**config.mk**
```make
export PLATFORM = sky130hd
export DESIGN_NAME = coin_acceptor
export DESIGN_NICKNAME = d
export VERILOG_FILES = /design/src/rtl/coin_pkg.sv /design/src/rtl/coin_debounce.sv /design/src/rtl/coin_acceptor.sv
export SDC_FILE = /design/constraint.sdc
export NUM_CORES = 1
export LEC_CHECK = 0
export ABC_AREA = 1
export CAP_MARGIN = 10
export CORE_MARGIN = 3
export CORE_UTILIZATION = 40
export DETAILED_ROUTE_END_ITERATION = 8
export MAX_ROUTING_LAYER = met4
export SLEW_MARGIN = 20
export SYNTH_ARGS = -nofsm -noshare
export SYNTH_HDL_FRONTEND = slang
export SYNTH_SLANG_ARGS = --single-unit
```
**constraint.sdc**
```tcl
create_clock -name clock -period 2.05 [get_ports clock]
set_input_delay 0.3075 -clock clock [delete_from_list [all_inputs] [get_ports clock]]
set_output_delay 0.3075 -clock clock [all_outputs]
set_load 0.005 [all_outputs]
```
**src/rtl/coin_pkg.sv**
```systemverilog
// Shared types for the coin acceptor: coin encoding, coin values and the
// release FSM state encoding.
package coin_pkg;

  typedef enum logic {
    COIN_NICKEL = 1'b0,
    COIN_DIME   = 1'b1
  } coin_t;

  localparam int NICKEL_CENTS = 5;
  localparam int DIME_CENTS   = 10;

  typedef enum logic [1:0] {
    ST_IDLE  = 2'd0,
    ST_PULSE = 2'd1,
    ST_GAP   = 2'd2
  } rel_state_t;

endpackage

```
**src/rtl/coin_debounce.sv**
```systemverilog
// One sensor channel: 2-flop synchroniser, debounce counter and a one-cycle
// event on each rising edge of the filtered level.
module coin_debounce #(
  parameter int DEBOUNCE_CYCLES = 4
) (
  input  logic i_clock,
  input  logic i_reset,
  input  logic i_raw,
  output logic o_event
);

  localparam int CW = $clog2(DEBOUNCE_CYCLES + 1);
  localparam logic [CW-1:0] LAST_COUNT = CW'(DEBOUNCE_CYCLES - 1);

  logic          r_sync1;
  logic          r_sync2;
  logic          r_level;
  logic          r_level_d;
  logic [CW-1:0] r_cnt;

  always_ff @(posedge i_clock or posedge i_reset) begin
    if (i_reset) begin
      r_sync1   <= 1'b0;
      r_sync2   <= 1'b0;
      r_level   <= 1'b0;
      r_level_d <= 1'b0;
      r_cnt     <= '0;
    end else begin
      r_sync1   <= i_raw;
      r_sync2   <= r_sync1;
      r_level_d <= r_level;
      // The edge that would bring the count to DEBOUNCE_CYCLES flips the level instead.
      if (r_sync2 == r_level) begin
        r_cnt <= '0;
      end else if (r_cnt == LAST_COUNT) begin
        r_level <= ~r_level;
        r_cnt   <= '0;
      end else begin
        r_cnt <= r_cnt + 1'b1;
      end
    end
  end

  assign o_event = r_level & ~r_level_d;

endmodule

```
**src/rtl/coin_acceptor.sv**
```systemverilog
// Vending machine coin front end: debounced nickel/dime sensors feed a small
// FIFO that a release FSM drains as one-cycle pulses separated by an idle gap.
module coin_acceptor
  import coin_pkg::*;
#(
  parameter int DEBOUNCE_CYCLES = 4,
  parameter int QUEUE_DEPTH     = 4,
  parameter int GAP_CYCLES      = 1
) (
  input  logic                               clock,
  input  logic                               reset,
  input  logic                               nickel_raw,
  input  logic                               dime_raw,
  input  logic                               enable,
  output logic                               nickel_in,
  output logic                               dime_in,
  output logic                               coin_return,
  output logic [$clog2(QUEUE_DEPTH+1)-1:0]   queue_count,
  output rel_state_t                         o_dbg_state
);

  localparam int CNT_W = $clog2(QUEUE_DEPTH + 1);
  localparam int AW    = $clog2(QUEUE_DEPTH);
  localparam int GW    = (GAP_CYCLES < 2) ? 1 : $clog2(GAP_CYCLES + 1);
  localparam logic [CNT_W-1:0] FULL_COUNT = CNT_W'(QUEUE_DEPTH);
  localparam logic [GW-1:0]    GAP_LOAD   = GW'(GAP_CYCLES);

  logic w_ev_nickel;
  logic w_ev_dime;

  coin_debounce #(.DEBOUNCE_CYCLES(DEBOUNCE_CYCLES)) u_nickel_db (
    .i_clock (clock),
    .i_reset (reset),
    .i_raw   (nickel_raw),
    .o_event (w_ev_nickel)
  );

  coin_debounce #(.DEBOUNCE_CYCLES(DEBOUNCE_CYCLES)) u_dime_db (
    .i_clock (clock),
    .i_reset (reset),
    .i_raw   (dime_raw),
    .o_event (w_ev_dime)
  );

  // ---------------- pending-coin FIFO ----------------
  coin_t            r_mem [QUEUE_DEPTH];
  logic [AW-1:0]    r_wr_ptr;
  logic [AW-1:0]    r_rd_ptr;
  logic [CNT_W-1:0] r_count;

  logic  w_empty;
  logic  w_full;
  logic  w_push_req;
  logic  w_push;
  logic  w_pop;
  logic  w_reject;
  coin_t w_push_type;
  coin_t w_head;

  assign w_empty     = (r_count == '0);
  assign w_full      = (r_count == FULL_COUNT);
  assign w_push_req  = w_ev_nickel ^ w_ev_dime;
  assign w_push      = w_push_req & (~w_full | w_pop);
  // Simultaneous events are a jam: neither coin is trusted.
  assign w_reject    = (w_ev_nickel & w_ev_dime) | (w_push_req & w_full & ~w_pop);
  assign w_push_type = w_ev_dime ? COIN_DIME : COIN_NICKEL;
  assign w_head      = r_mem[r_rd_ptr];

  always_ff @(posedge clock) begin
    if (w_push) begin
      r_mem[r_wr_ptr] <= w_push_type;
    end
  end

  always_ff @(posedge clock or posedge reset) begin
    if (reset) begin
      r_wr_ptr <= '0;
      r_rd_ptr <= '0;
      r_count  <= '0;
    end else begin
      if (w_push) r_wr_ptr <= r_wr_ptr + 1'b1;
      if (w_pop)  r_rd_ptr <= r_rd_ptr + 1'b1;
      case ({w_push, w_pop})
        2'b10:   r_count <= r_count + 1'b1;
        2'b01:   r_count <= r_count - 1'b1;
        default: r_count <= r_count;
      endcase
    end
  end

  // ---------------- release FSM ----------------
  rel_state_t    r_state;
  rel_state_t    w_state_nxt;
  logic [GW-1:0] r_gap_cnt;
  logic [GW-1:0] w_gap_nxt;
  logic          r_nickel_in;
  logic          r_dime_in;
  logic          r_coin_return;
  logic          w_nickel_nxt;
  logic          w_dime_nxt;
  logic          w_return_nxt;

  always_ff @(posedge clock or posedge reset) begin
    if (reset) begin
      r_state       <= ST_IDLE;
      r_gap_cnt     <= '0;
      r_nickel_in   <= 1'b0;
      r_dime_in     <= 1'b0;
      r_coin_return <= 1'b0;
    end else begin
      r_state       <= w_state_nxt;
      r_gap_cnt     <= w_gap_nxt;
      r_nickel_in   <= w_nickel_nxt;
      r_dime_in     <= w_dime_nxt;
      r_coin_return <= w_return_nxt;
    end
  end

  always_comb begin
    w_state_nxt = r_state;
    w_gap_nxt   = r_gap_cnt;
    w_pop       = 1'b0;
    case (r_state)
      ST_IDLE: begin
        if (enable && !w_empty) begin
          w_pop       = 1'b1;
          w_state_nxt = ST_PULSE;
        end
      end
      ST_PULSE: begin
        if (GAP_CYCLES == 0) begin
          if (enable && !w_empty) begin
            w_pop       = 1'b1;
            w_state_nxt = ST_PULSE;
          end else begin
            w_state_nxt = ST_IDLE;
          end
        end else begin
          w_state_nxt = ST_GAP;
          w_gap_nxt   = GAP_LOAD;
        end
      end
      ST_GAP: begin
        if (r_gap_cnt == GW'(1)) begin
          if (enable && !w_empty) begin
            w_pop       = 1'b1;
            w_state_nxt = ST_PULSE;
          end else begin
            w_state_nxt = ST_IDLE;
          end
        end else begin
          w_gap_nxt = r_gap_cnt - 1'b1;
        end
      end
      default: w_state_nxt = ST_IDLE;
    endcase
  end

  // A pop is the only way into PULSE, so the popped type selects the pulse line.
  always_comb begin
    w_nickel_nxt = w_pop & (w_head == COIN_NICKEL);
    w_dime_nxt   = w_pop & (w_head == COIN_DIME);
    w_return_nxt = w_reject;
  end

  assign nickel_in   = r_nickel_in;
  assign dime_in     = r_dime_in;
  assign coin_return = r_coin_return;
  assign queue_count = r_count;
  assign o_dbg_state = r_state;

endmodule
```
==> impl_metrics.sql <==
INSERT INTO impl_metrics (metric_group, metric, value, unit) VALUES
('grt', 'grt-ovfl-total', '0', ''),
('layout', 'layout-drive-gt1-share', '17.7', '%'),
('clock_tree', 'clock_path_buffers', '2', ''),
('yosys', 'synth_async_sr_flop_share', '87.1', '%'),
('sta', 'clock.fmax', '0.526', 'GHz'),
('yosys', 'synthesis.area', '0.00144', 'mm²'),
('grt', 'grt_util_all_layers', '13.7', '%'),
('layout', 'syn_to_final_growth', '21.5', '%'),
('sta', 'post-route-min-period', '1.90', 'ns'),
('pwr', 'share_of_total_power_in_the_clock_network', '14.2', '%'),
('clock_tree', 'worstSkewPairLatency', '0.33', 'ns'),
('pwr', 'p_sw', '1010', 'µW'),
('pwr', 'static-leakage-power', '0.000856', 'µW'),
('placement', 'place.port_buffers', '12', ''),
('floorplan', 'chipWidth', '66', 'µm'),
('sta', 'min_period_over_period', '92.8', '%'),
('layout', 'finalNetCount', '180', ''),
('pwr', 'p_comb_share', '47.6', '%'),
('clock_tree', 'cts_inserted_buffers', '5', ''),
('pwr', 'power.switching_fraction', '38.8', '%'),
('sta', 'final.setup_skew', '0.0129', 'ns'),
('yosys', 'synth_top_area_share', '46.9', '%'),
('pwr', 'intPower', '1600', 'µW'),
('yosys', 'yosysWarnings', '0', ''),
('drt', 'drc', '0', ''),
('drt', 'dr.first_iter.drc_count', '13', ''),
('worst_setup_path', 'crit_path_max_fanout', '5', ''),
('clock_tree', 'cts_root_buffer', 'clkbuf_4', ''),
('drt', 'drtPass1Iterations', '4', ''),
('drt', 'wire_per_inst', '10.9', 'µm'),
('yosys', 'syn_nets', '153', ''),
('outcome', 'status', 'completed', ''),
('grt', 'global_route_wire_length_before_repair', '4.31', 'mm'),
('sta', 'timing_hold_violations_final', '0', ''),
('yosys', 'netlist_top_cells_area', 'dfrtp_1 (47%), ha_1 (9.6%), edfxtp_1 (8.3%), inv_1 (6.8%), nand2_1 (5.2%)', ''),
('drt', 'finalWirelength', '2.29', 'mm'),
('clock_tree', 'clk_sink_count', '31', ''),
('placement', 'detailed_place.area', '0.00163', 'mm²'),
('layout', 'antennaDiodeCount', '0', ''),
('drt', 'drtAntennaViolNets', '0', ''),
('worst_setup_path', 'path_class', 'reg2reg', ''),
('floorplan', 'io_pins', '13', ''),
('placement', 'place_worst_setup_slack', '-0.0887', 'ns'),
('clock_tree', 'htree_levels', '2', ''),
('job', 'drv.max_cap_violation_count', '0', ''),
('sta', 'timing.final.ws_setup', '0.148', 'ns'),
('placement', 'half_perimeter_wire_length_after_placement', '1.64', 'mm'),
('floorplan', 'die_height', '66', 'µm'),
('floorplan', 'floorplan.rows', '21', ''),
('clock_tree', 'clk_pin_slew', '0.11', 'ns'),
('placement', 'post-place-cells', '196', ''),
('layout', 'layout.cell_area.non_filler', '0.00175', 'mm²'),
('grt', 'grt_start_max_net_pins', '28', ''),
('pwr', 'total_power', '2610', 'µW'),
('yosys', 'commonest_cells_in_the_netlist', 'dfrtp_1 (27), inv_1 (26), nand2_1 (20)', ''),
('sta', 'setup_total_negative_slack', '0', 'ns'),
('yosys', 'synth-edff-count', '4', ''),
('clock_tree', 'hold_buffers', '0', ''),
('drt', 'detail_route.vias_per_cell', '4.47', ''),
('placement', 'globalplace.congestion', '0.918', ''),
('pwr', 'power.density', '1490', 'mW/mm²'),
('yosys', 'top_flip_flop_cell_by_instance_count_after_synthesis', 'dfrtp_1', ''),
('worst_setup_path', 'cp_common_cell', 'inv_1', ''),
('sta', 'final_max_slew_viol_count', '0', ''),
('worst_setup_path', 'critPathSlowestCell', 'fa_2', ''),
('worst_setup_path', 'worst_setup_path_end_kind', 'flip-flop', ''),
('yosys', 'synth_most_common_cell', 'dfrtp_1', ''),
('floorplan', 'die-area', '0.00436', 'mm²'),
('yosys', 'synth_area_per_cell', '10.6', 'µm²'),
('worst_setup_path', 'cp.required', '2.25', 'ns'),
('worst_setup_path', 'critical_path.cell_chain', 'inv_1 > nor2_4 > ha_1 > inv_1 > nand4_1 > fa_2 > inv_1 > nand2_1 > o21ai_0', '');
==> placed cells by master, fill, tap and decap left out, types with 2 or more instances in the layout <==
cell type	instances
buf_4	8
clkbuf_4	5
clkdlybuf4s50_1	12
dfrtp_1	27
edfxtp_1	4
ha_1	10
inv_1	26
nand2_1	20
nand2_4	2
nand3_1	3
nand3_2	2
nand4_1	2
nor2_1	11
nor2_4	2
nor3_1	4
o21ai_0	6
xnor2_1	2
xor2_1	3
==> path summary, 6_finish.rpt <==
path / from / to / slack (ns) / depth (start not counted)
setup / recovery: u_dime_db.r_level / queue_count[1] / 0.15 / 9
hold / removal: reset / u_dime_db.r_sync1 / 0.32 / 3
setup reg to reg: u_dime_db.r_level / queue_count[1] / 0.15 / 9
hold reg to reg: u_nickel_db.r_sync1 / u_nickel_db.r_sync2 / 0.36 / 0
max in group asynchronous: reset / queue_count[1] / 1.46 / 3
min in group clock: u_nickel_db.r_sync1 / u_nickel_db.r_sync2 / 0.36 / 0
==> cells by family after synthesis <==
logic type	synth area share, %
AOI/OAI and AO/OA	4.26
and+or+nand+nor	18.6
DFF	55.3
xor gates and xnor gates	4.17
buffers and inverters	6.78
adders and majority gates	10.9
==> critical path, delay by kind of cell (launching register included) <==
| kind | cells | cell delay, ns |
|---|---|---|
| AOI/OAI and AO/OA | 1 | 0.08 |
| buffers and inverters | 3 | 0.22 |
| and+or+nand+nor | 3 | 0.24 |
| DFF | 1 | 0.39 |
| adders and majority gates | 2 | 0.85 |
==> power by group through the flow <==
stage          logic [µW]  clock network, µW  registers (µW)
6_report             1240                371             997
5_1_grt              1460                420            1030
4_1_cts              1170                390            1010
3_5_place_dp         1150                  0            1020
3_3_place_gp         1110                  0            1010
2_1_floorplan         810                  0             993
==> flip-flops by register name, summed over array words and instances, names as in the netlist <==
name and count:
u_nickel_db.r_cnt 3, r_rd_ptr 2, u_dime_db.r_sync2 1, u_dime_db.r_level 1, r_gap_cnt 1, r_wr_ptr 2
u_dime_db.r_sync1 1, u_dime_db.r_cnt 3, u_nickel_db.r_sync2 1, r_mem 4, queue_count 3, u_nickel_db.r_level_d 1
u_nickel_db.r_sync1 1, dime_in 1, nickel_in 1, u_dime_db.r_level_d 1, coin_return 1, u_nickel_db.r_level 1
o_dbg_state 2
==> layer usage <==
metal	up-vias	share of wire [%]	GRT usage (%)
li1	476	-	-
met1	443	44	14.7
met2	13	50	22.7
met3	7	3.1	4.08
met4	0	2.7	7.61
met5	-	0	-
==> area by class of cell <==
cell class                      count  area [µm²]
Clock inverter                      1        5.00
Inverter                           26        97.6
Tap cell                           46        57.6
Fill cell                         292        1640
Multi-Input combinational cell     79         559
Clock buffer                        7        55.1
Sequential cell                    31         796
Timing Repair Buffer               20         180
==> timing repair <==
action                                  in CTS  in global routing
cloned                                       0                  0
setup buffers                                0                  6
pin swaps                                    0                  1
endpoints found under the setup margin       2                  2
gates resized for setup                      2                  2
==> metrics by stage <==
stage | util, % | hold slack [ns]
floorplan | - | 0.331
global route | 51.6 | 0.370
finish | 51.6 | 0.324
CTS | 50.1 | 0.326
global placement | 48.2 | 0.337
detailed placement | 48.2 | 0.343
No activity file was read; power rests on OpenSTA's default activity.
